$ cat config.mk
export PLATFORM = sky130hd
export DESIGN_NAME = window_fetcher_flat
export DESIGN_NICKNAME = d
export VERILOG_FILES = /design/src/rtl/window_fetcher_if.sv /design/src/rtl/window_fetcher.sv /design/src/flat_wrapper.sv
export SDC_FILE = /design/constraint.sdc
export NUM_CORES = 1
export LEC_CHECK = 0
export CAP_MARGIN = 20
export CORE_MARGIN = 2
export CORE_UTILIZATION = 40
export DETAILED_ROUTE_END_ITERATION = 12
export PLACE_DENSITY = 0.67
export SLEW_MARGIN = 10
export SYNTH_ARGS = -nofsm -noshare
export SYNTH_HDL_FRONTEND = slang
export SYNTH_SLANG_ARGS = --single-unit
$ cat constraint.sdc
create_clock -name clk -period 3.2 [get_ports clk]
set_clock_uncertainty 0.05 [all_clocks]
set_input_delay 0.8 -clock clk [delete_from_list [all_inputs] [get_ports clk]]
set_output_delay 0.8 -clock clk [all_outputs]
set_load 0.02 [all_outputs]
$ cat src/rtl/window_fetcher_if.sv
// window_fetcher_if: request, memory-read and window buses of the KxK window fetcher.
// start_*: centre request (valid/ready, row, col, mode).
// rd_*: image memory read port (rd_data arrives one cycle after rd_en).
// win_*: flat KxK window output (valid/ready, data, slid flag).
// slave is the fetcher side, master is the requester/memory/consumer side.
interface window_fetcher_if #(
    parameter int DATA_W = 8,
    parameter int IMG_W  = 128,
    parameter int IMG_H  = 128,
    parameter int K      = 3
);
    localparam int COL_W = $clog2(IMG_W);
    localparam int ROW_W = $clog2(IMG_H);
    logic                     start_valid;
    logic                     start_ready;
    logic [ROW_W-1:0]         start_row;
    logic [COL_W-1:0]         start_col;
    logic                     start_mode;
    logic                     rd_en;
    logic [ROW_W+COL_W-1:0]   rd_addr;
    logic [DATA_W-1:0]        rd_data;
    logic                     win_valid;
    logic                     win_ready;
    logic [K*K*DATA_W-1:0]    win_data;
    logic                     win_slid;
    modport slave (
        input  start_valid, start_row, start_col, start_mode, rd_data, win_ready,
        output start_ready, rd_en, rd_addr, win_valid, win_data, win_slid
    );
    modport master (
        output start_valid, start_row, start_col, start_mode, rd_data, win_ready,
        input  start_ready, rd_en, rd_addr, win_valid, win_data, win_slid
    );
endinterface

$ cat src/rtl/window_fetcher.sv
// window_fetcher: fetches a zero-padded KxK neighbourhood around a centre pixel, reusing taps on a one-column slide.
// clk, rst_n: clock and asynchronous active-low reset.
// bus (slave): start_* centre request in, rd_* memory read port, win_* flat window out.
module window_fetcher #(
    parameter int DATA_W = 8,
    parameter int IMG_W  = 128,
    parameter int IMG_H  = 128,
    parameter int K      = 3
) (
    input  logic            clk,
    input  logic            rst_n,
    window_fetcher_if.slave bus
);
    localparam int COL_W = $clog2(IMG_W);
    localparam int ROW_W = $clog2(IMG_H);
    localparam int KW    = $clog2(K);
    localparam int TW    = $clog2(K*K);
    localparam int HK    = K / 2;
    typedef enum logic [1:0] {IDLE, FETCH, DRAIN, VALID} state_t;
    state_t                     state_q, state_d;
    logic [ROW_W-1:0]           row_q, row_d, prev_row_q, prev_row_d;
    logic [COL_W-1:0]           col_q, col_d, prev_col_q, prev_col_d;
    logic                       prev_valid_q, prev_valid_d, slid_q, slid_d;
    logic                       cap_q, cap_d, pad_q, pad_d;
    logic [KW-1:0]              r_q, r_d, c_q, c_d;
    logic [TW-1:0]              idx_q, idx_d;
    logic [K*K-1:0][DATA_W-1:0] win_q, win_d;
    logic [ROW_W+1:0]           tr;
    logic [COL_W+1:0]           tc;
    logic                       in_img, slide, last;
    // Two extra bits hold the sign and the overflow past the image edge,
    // so a tap is inside the image exactly when both top bits are clear.
    assign tr     = {2'b00, row_q} + (ROW_W+2)'(r_q) - (ROW_W+2)'(HK);
    assign tc     = {2'b00, col_q} + (COL_W+2)'(c_q) - (COL_W+2)'(HK);
    assign in_img = (tr[ROW_W+1:ROW_W] == 2'b00) && (tc[COL_W+1:COL_W] == 2'b00);
    assign slide  = bus.start_mode & prev_valid_q & (bus.start_row == prev_row_q)
                  & ({1'b0, bus.start_col} == {1'b0, prev_col_q} + 1'b1);
    assign last   = (r_q == KW'(K-1)) && (c_q == KW'(K-1));
    assign bus.start_ready = state_q == IDLE;
    assign bus.rd_en       = (state_q == FETCH) && in_img;
    assign bus.rd_addr     = bus.rd_en ? {tr[ROW_W-1:0], tc[COL_W-1:0]} : '0;
    assign bus.win_valid   = state_q == VALID;
    assign bus.win_data    = win_q;
    assign bus.win_slid    = slid_q;
    always_comb begin
        state_d      = state_q;
        row_d        = row_q;
        col_d        = col_q;
        prev_row_d   = prev_row_q;
        prev_col_d   = prev_col_q;
        prev_valid_d = prev_valid_q;
        slid_d       = slid_q;
        r_d          = r_q;
        c_d          = c_q;
        win_d        = win_q;
        // Tap index and pad flag ride one cycle behind the read to meet rd_data.
        cap_d        = state_q == FETCH;
        pad_d        = ~in_img;
        idx_d        = TW'(r_q * K + c_q);
        if (cap_q)
            win_d[idx_q] = pad_q ? '0 : bus.rd_data;
        case (state_q)
            IDLE: if (bus.start_valid) begin
                state_d = FETCH;
                row_d   = bus.start_row;
                col_d   = bus.start_col;
                slid_d  = slide;
                r_d     = '0;
                c_d     = slide ? KW'(K-1) : '0;
                if (slide)
                    for (int r = 0; r < K; r++)
                        for (int c = 0; c < K-1; c++)
                            win_d[r*K+c] = win_q[r*K+c+1];
            end
            FETCH: if (last) begin
                state_d = DRAIN;
            end else if (slid_q || c_q == KW'(K-1)) begin
                r_d = r_q + 1'b1;
                c_d = slid_q ? c_q : '0;
            end else begin
                c_d = c_q + 1'b1;
            end
            DRAIN: state_d = VALID;
            VALID: if (bus.win_ready) begin
                state_d      = IDLE;
                prev_valid_d = 1'b1;
                prev_row_d   = row_q;
                prev_col_d   = col_q;
            end
        endcase
    end
    always_ff @(posedge clk or negedge rst_n) begin
        if (!rst_n) begin
            state_q      <= IDLE;
            row_q        <= '0;
            col_q        <= '0;
            prev_row_q   <= '0;
            prev_col_q   <= '0;
            prev_valid_q <= 1'b0;
            slid_q       <= 1'b0;
            cap_q        <= 1'b0;
            pad_q        <= 1'b0;
            idx_q        <= '0;
            r_q          <= '0;
            c_q          <= '0;
            win_q        <= '0;
        end else begin
            state_q      <= state_d;
            row_q        <= row_d;
            col_q        <= col_d;
            prev_row_q   <= prev_row_d;
            prev_col_q   <= prev_col_d;
            prev_valid_q <= prev_valid_d;
            slid_q       <= slid_d;
            cap_q        <= cap_d;
            pad_q        <= pad_d;
            idx_q        <= idx_d;
            r_q          <= r_d;
            c_q          <= c_d;
            win_q        <= win_d;
        end
    end
endmodule

$ cat src/flat_wrapper.sv
// flat-port wrapper written by rule: the top's interface ports become plain ports
module window_fetcher_flat 
#(
    parameter int DATA_W = 8,
    parameter int IMG_W  = 128,
    parameter int IMG_H  = 128,
    parameter int K      = 3
)
  (clk, rst_n, bus_start_valid, bus_start_row, bus_start_col, bus_start_mode, bus_rd_data, bus_win_ready, bus_start_ready, bus_rd_en, bus_rd_addr, bus_win_valid, bus_win_data, bus_win_slid);
  window_fetcher_if #(.DATA_W(DATA_W), .IMG_W(IMG_W), .IMG_H(IMG_H), .K(K)) bus_i ();
  input  logic clk;
  input  logic rst_n;
  input wire logic [$bits(bus_i.start_valid)-1:0] bus_start_valid;
  input wire logic [$bits(bus_i.start_row)-1:0] bus_start_row;
  input wire logic [$bits(bus_i.start_col)-1:0] bus_start_col;
  input wire logic [$bits(bus_i.start_mode)-1:0] bus_start_mode;
  input wire logic [$bits(bus_i.rd_data)-1:0] bus_rd_data;
  input wire logic [$bits(bus_i.win_ready)-1:0] bus_win_ready;
  output wire logic [$bits(bus_i.start_ready)-1:0] bus_start_ready;
  output wire logic [$bits(bus_i.rd_en)-1:0] bus_rd_en;
  output wire logic [$bits(bus_i.rd_addr)-1:0] bus_rd_addr;
  output wire logic [$bits(bus_i.win_valid)-1:0] bus_win_valid;
  output wire logic [$bits(bus_i.win_data)-1:0] bus_win_data;
  output wire logic [$bits(bus_i.win_slid)-1:0] bus_win_slid;
  assign bus_i.start_valid = bus_start_valid;
  assign bus_i.start_row = bus_start_row;
  assign bus_i.start_col = bus_start_col;
  assign bus_i.start_mode = bus_start_mode;
  assign bus_i.rd_data = bus_rd_data;
  assign bus_i.win_ready = bus_win_ready;
  assign bus_start_ready = bus_i.start_ready;
  assign bus_rd_en = bus_i.rd_en;
  assign bus_rd_addr = bus_i.rd_addr;
  assign bus_win_valid = bus_i.win_valid;
  assign bus_win_data = bus_i.win_data;
  assign bus_win_slid = bus_i.win_slid;
  window_fetcher #(.DATA_W(DATA_W), .IMG_W(IMG_W), .IMG_H(IMG_H), .K(K)) u_core (.clk(clk), .rst_n(rst_n), .bus(bus_i));
endmodule
### After elaboration in Yosys (flattened, before gate mapping)

Index checks and enable logic that the tools add are counted.

* word-level logic and storage cells: 92
* output and inout bits: 90
* input port bits: 27
* flip-flop bits (word level): 114

* magnitude comparators: 2
* equality and inequality tests: 13
* reduce and logical (&&, ||, !) cells: 14
* add/sub/neg operators: 8
* $mul: 1
* multiplexer cells: 29
* bitwise operators: 4

Operators with widths (count)
* 16-bit two-way mux: 9
* 72-bit bitwise mux: 1
* 64-bit two-way mux: 1
* 8-bit demux with 4-bit select: 1
* 2-bit two-way mux: 11
* 9-bit by 1-bit subtractor with 9-bit output (second input constant): 2
* 7-bit by 2-bit adder with 8-bit output: 2
* 8-bit two-way mux: 2
* 14-bit two-way mux: 1
* 2-bit inequality test (second input constant): 5
* 7-bit by 1-bit adder with 8-bit output (second input constant): 1
* 2-bit == test (second input constant): 4
* 7-bit by 8-bit == test with 1-bit output: 1
* 2-bit case mux with 2 select lines: 2
* 2-bit case mux with 4 select lines: 1
* 4-bit AND reduction: 2
* 7-bit == test: 1
* 2-bit zero test: 3
* 4-bit by 5-bit less-than comparator with 1-bit output (second input constant): 1
* 2-bit by 1-bit adder with 2-bit output (second input constant): 2
* 4-bit by 2-bit adder with 4-bit output: 1
* 4-bit by 1-bit >= comparator with 1-bit output (second input constant): 1
* 1-bit logical AND: 4
* 2-bit by 2-bit multiplier with 4-bit output (second input constant): 1
* 8 further kinds: 11

### Longest topological paths before layout

* depth in word-level cells: 9
* depth in mapped cells: 10
* mapped depth without buffers: 9

### Least setup slack after synthesis

Ideal clock, no wire load.

* kind: reg2out
* from: reg u_core.r_q[0]
* to: out bus_rd_addr[10]
* cell stages (with the launch flop): 10
* arrival: 2.750 ns
* setup slack: -0.400 ns
* path buffers: 1
* cell sequence: dfrtp_1 > ha_1 > fa_1 > inv_1 > ha_1 > or2_2 > a32oi_1 > nand4_1 > clkbuf_1 > nor2_1

* cells in the longest elaborated chain, start to end: 6

Ends and longest elaborated chain
* from (decl): line window_fetcher.sv:25 `logic [KW-1:0] r_q, r_d, c_q, c_d;`
* from (signal assigned): line window_fetcher.sv:118 `r_q <= r_d;`
* 7-bit by 2-bit adder with 8-bit output (*): line window_fetcher.sv:33 `assign tr = {2'b00, row_q} + (ROW_W+2)'(r_q) - (ROW_W+2)'(HK);`
* 9-bit by 1-bit subtractor with 9-bit output (*): line window_fetcher.sv:33
* 2-bit zero test: line window_fetcher.sv:35 `assign in_img = (tr[ROW_W+1:ROW_W] == 2'b00) && (tc[COL_W+1:COL_W] == 2'b00);`
* 1-bit logical AND: line window_fetcher.sv:35
* 1-bit logical AND: line window_fetcher.sv:40 `assign bus.rd_en = (state_q == FETCH) && in_img;`
* 14-bit two-way mux (*): line window_fetcher.sv:41 `assign bus.rd_addr = bus.rd_en ? {tr[ROW_W-1:0], tc[COL_W-1:0]} : '0;`
* to (decl): line flat_wrapper.sv:21 `output wire logic [$bits(bus_i.rd_addr)-1:0] bus_rd_addr;`

Every way passes the cells marked *; elsewhere a longest branch is shown, timed or not.

### Worst setup path in the final report

* from: reg u_core.r_q[0]
* to: out bus_rd_addr[0]

* cells in the longest elaborated chain, start to end: 6

Ends and longest elaborated chain (line)
* 7-bit by 2-bit adder with 8-bit output: window_fetcher.sv:33
* 9-bit by 1-bit subtractor with 9-bit output: window_fetcher.sv:33
* 2-bit zero test: window_fetcher.sv:35
* 1-bit logical AND: window_fetcher.sv:35
* 1-bit logical AND: window_fetcher.sv:40
* 14-bit two-way mux: window_fetcher.sv:41

No other way between the ends.

==> flow_summary.yaml <==
timing:
  rsz0062_at_grt: "yes"
  fmax_mhz: 266.4
  fin_ws_ns: -0.5545
  period_share: 1.173
  worst_slew_pin_slew_ns: 0.8554
  slew_headroom: 0.4276
  finalSetupViolCount: 15
  drv_slew: 0
  finalHoldViolations: 0
  period_minus_slack_ns: 3.754
  tns_ns: -7.759
grt:
  antenna_found_initial: 0
  grt_pass1_vias: 4798
  grt_start_max_net_pins: 59
  gr-total-overflow: 0
  grt_pass1_wl_um: 25190
  track_usage: 0.2001
synth:
  seq_area_frac_synth: 0.4758
  syn_inst: 541
  ys_ff_latch: 114
  synth_edf_count: 0
  synth-async-reset-ratio: 1.000
  ys_types: 47
  ys.flop_type: "dfrtp_1"
  yosysWarningCount: 0
  synth_fp_nets: 587
  syn_area_um2: 5996
  synth.avg_cell_area_um2: 11.08
worst_setup_path:
  cp_cell_sequence: "ha_2 -> fa_2 -> inv_2 -> ha_4 -> or2_4 -> a32oi_2 -> nand4_1 -> buf_4 -> buf_16 -> nor2_4 -> buf_6"
  crit_path_end_kind: "primary output"
  critPathKind: "reg -> out"
  rrSetupSlack_ns: 0.50
  worstPathRequired_ns: 2.35
  arrival_ns: 2.90
  crit_slowest_cell: "fa_2"
  cp_max_fo: 7
  cp_slowest_stage_delay_ns: 0.57
  worst_setup_path_start_kind: "flip-flop"
floorplanning:
  start_util: 0.4110
  rows: 44
  ios: 117
  dieArea_um2: 15980
  core_um2: 14590
  chipHeight_um: 126.4
  dieWidth_um: 126.4
clock_network:
  clk_path_buf_depth: 2
  htreeDepth: 4
  clock_latency_ns: 0.41
  ctsHoldBuffers: 0
  clkSinkCount: 114
  clkTransAtPathRegs_ns: 0.05
  cts_root_buf: "clkbuf_16"
  cts_tree: "yes"
  cts_buffers: 17
final_layout:
  drive_gt1_frac: 0.3228
  areaGrowthSynthToFinish_pct: 42.49
  finalNonFillerCells: 909
  final_util: 0.5856
  final_common_cell: "dfrtp_1"
  final_cell_mix: "114 x dfrtp_1, 100 x clkdlybuf4s50_1, 97 x mux2_2"
  stdcell_area_um2: 8543
  nNetsFinal: 758
  n_antenna_cell: 0
routing:
  drc: 0
  drt-pass1-iter-count: 4
  num_vias: 4779
  viasPerCell: 5.257
  routed_wl_um: 15700
  wl_per_cell_um: 17.27
  ant_nets: 0
  drt_iter0_markers: 247
power:
  vdd_drop_max_mv: 0.8776
  power.density_nw_per_um2: 965.7
  p_leak_uw: 0.003835
placement:
  port_buffers: 116
  place_area_um2: 7792
  dp.cells: 872
  post-place-ws_ns: -0.6183
  hpwl_um: 11080
  place_congestion: 0.8214
status:
  failed_checks: "negative setup slack"
  status: "finished, violations left"
min_path:
  hold_class: "in -> async"
flow_run:
  drv_cap: 0
final cells by class:
type                       instances  area [µm²]
inverter                          17       63.81
sequential                       114        2853
fill                            1145        6046
clock inverter                     7       97.59
clock buffer                      25       505.5
timing repair buffer             173        1650
tap                              184       230.2
multi-input combinational        389        3143
sequential cells by signal, indices dropped and copies added, names as in the netlist, 2 cells and up:
register / flops
u_core.prev_row_q: 7
u_core.prev_col_q: 7
u_core.bus.win_data: 72
u_core.c_q: 2
u_core.state_q: 2
u_core.col_q: 7
u_core.idx_q: 4
u_core.row_q: 7
u_core.r_q: 2
critical path: cells and delay by family (launching register included):
kind,cells,cell delay (ns)
buffers and inverters,4,0.51
AND/OR/NAND/NOR,3,0.48
flip-flops,1,0.39
AO/OA/AOI/OAI,1,0.19
adder cells (fa/ha/maj),3,0.93
per-stage QoR:
stage | hold slack, ns | power, µW
2_1_floorplan | 0.3843 | 4500
3_3_place_gp | 0.4034 | 5970
3_5_place_dp | 0.4033 | 6105
4_1_cts | 0.4267 | 8224
5_1_grt | 0.4435 | 8749
6_report | 0.4096 | 8250
cells in the mapped netlist, drive strengths merged, types with 2 or more instances:
library cell | number | area share
nor4 | 5 | 0.0052
nand3b | 5 | 0.0063
nor3b | 3 | 0.0038
nor2 | 26 | 0.016
and2 | 2 | 0.0021
clkbuf | 15 | 0.0094
o31ai | 2 | 0.0025
or2 | 2 | 0.0021
nor3 | 2 | 0.0035
ha | 15 | 0.031
or4 | 3 | 0.0044
a21oi | 10 | 0.0083
nand2 | 61 | 0.038
nand2b | 13 | 0.014
nand3 | 8 | 0.0067
dfrtp | 114 | 0.48
fa | 4 | 0.013
a32oi | 4 | 0.0058
a21o | 2 | 0.0025
inv | 17 | 0.011
mux2 | 106 | 0.20
mux2i | 2 | 0.0033
xnor2 | 18 | 0.026
o21ai | 53 | 0.044
and4 | 2 | 0.0029
a22o | 2 | 0.0029
nor2b | 9 | 0.0094
o41ai | 2 | 0.0029
buf | 6 | 0.0081
nand4 | 4 | 0.0042
xor2 | 12 | 0.018
a22oi | 2 | 0.0025
layer usage:
layer | wire length, µm | up-vias | track usage
li1 | - | 2242 | -
met4 | 342 | 0 | 0.07369
met2 | 7650 | 160 | 0.3265
met1 | 6805 | 2353 | 0.2557
met5 | 0 | - | 0
met3 | 903 | 24 | 0.05441
cells by family (layout without fill, tap and decap cells):
| family | Yosys count | in the layout | share of synthesized area |
|---|---|---|---|
| AO/OA/AOI/OAI | 84 | 84 | 0.08243 |
| AND/OR/NAND/NOR | 148 | 148 | 0.1227 |
| adder cells (fa/ha/maj) | 19 | 19 | 0.04466 |
| buffers and inverters | 38 | 222 | 0.02817 |
| XOR/XNOR | 30 | 30 | 0.04382 |
| flip-flops | 114 | 114 | 0.4758 |
| multiplexers | 108 | 108 | 0.2024 |
power by group:
group / leakage (µW) / switching, µW / internal, µW / total (µW)
clock network: 0.000290 / 647 / 1250 / 1900
registers: 0.00139 / 419 / 1900 / 2320
logic: 0.00216 / 2040 / 1990 / 4030
total: 0.00384 / 3110 / 5140 / 8250
timing repair:
item | 4_1_cts | 5_1_grt
buffers inserted | 4 | 1
gates resized for setup | 95 | 17
gates cloned | 1 | 0
setup endpoints to repair | 15 | 15
pin swaps | 6 | 9
worst paths after layout:
check | startpoint | end | cells past startpoint
setup / recovery | u_core.r_q[0] | bus_rd_addr[0] | 11
hold / removal | rst_n | u_core.bus.win_data[0] | 1
setup reg to reg | u_core.prev_col_q[0] | u_core.bus.win_data[8] | 7
hold reg to reg | u_core.prev_valid_q | u_core.prev_valid_q | 1
max in group asynchronous | rst_n | u_core.prev_col_q[6] | 2
min in group clk | u_core.prev_valid_q | u_core.prev_valid_q | 1
No activity file was read; power rests on OpenSTA's default activity.
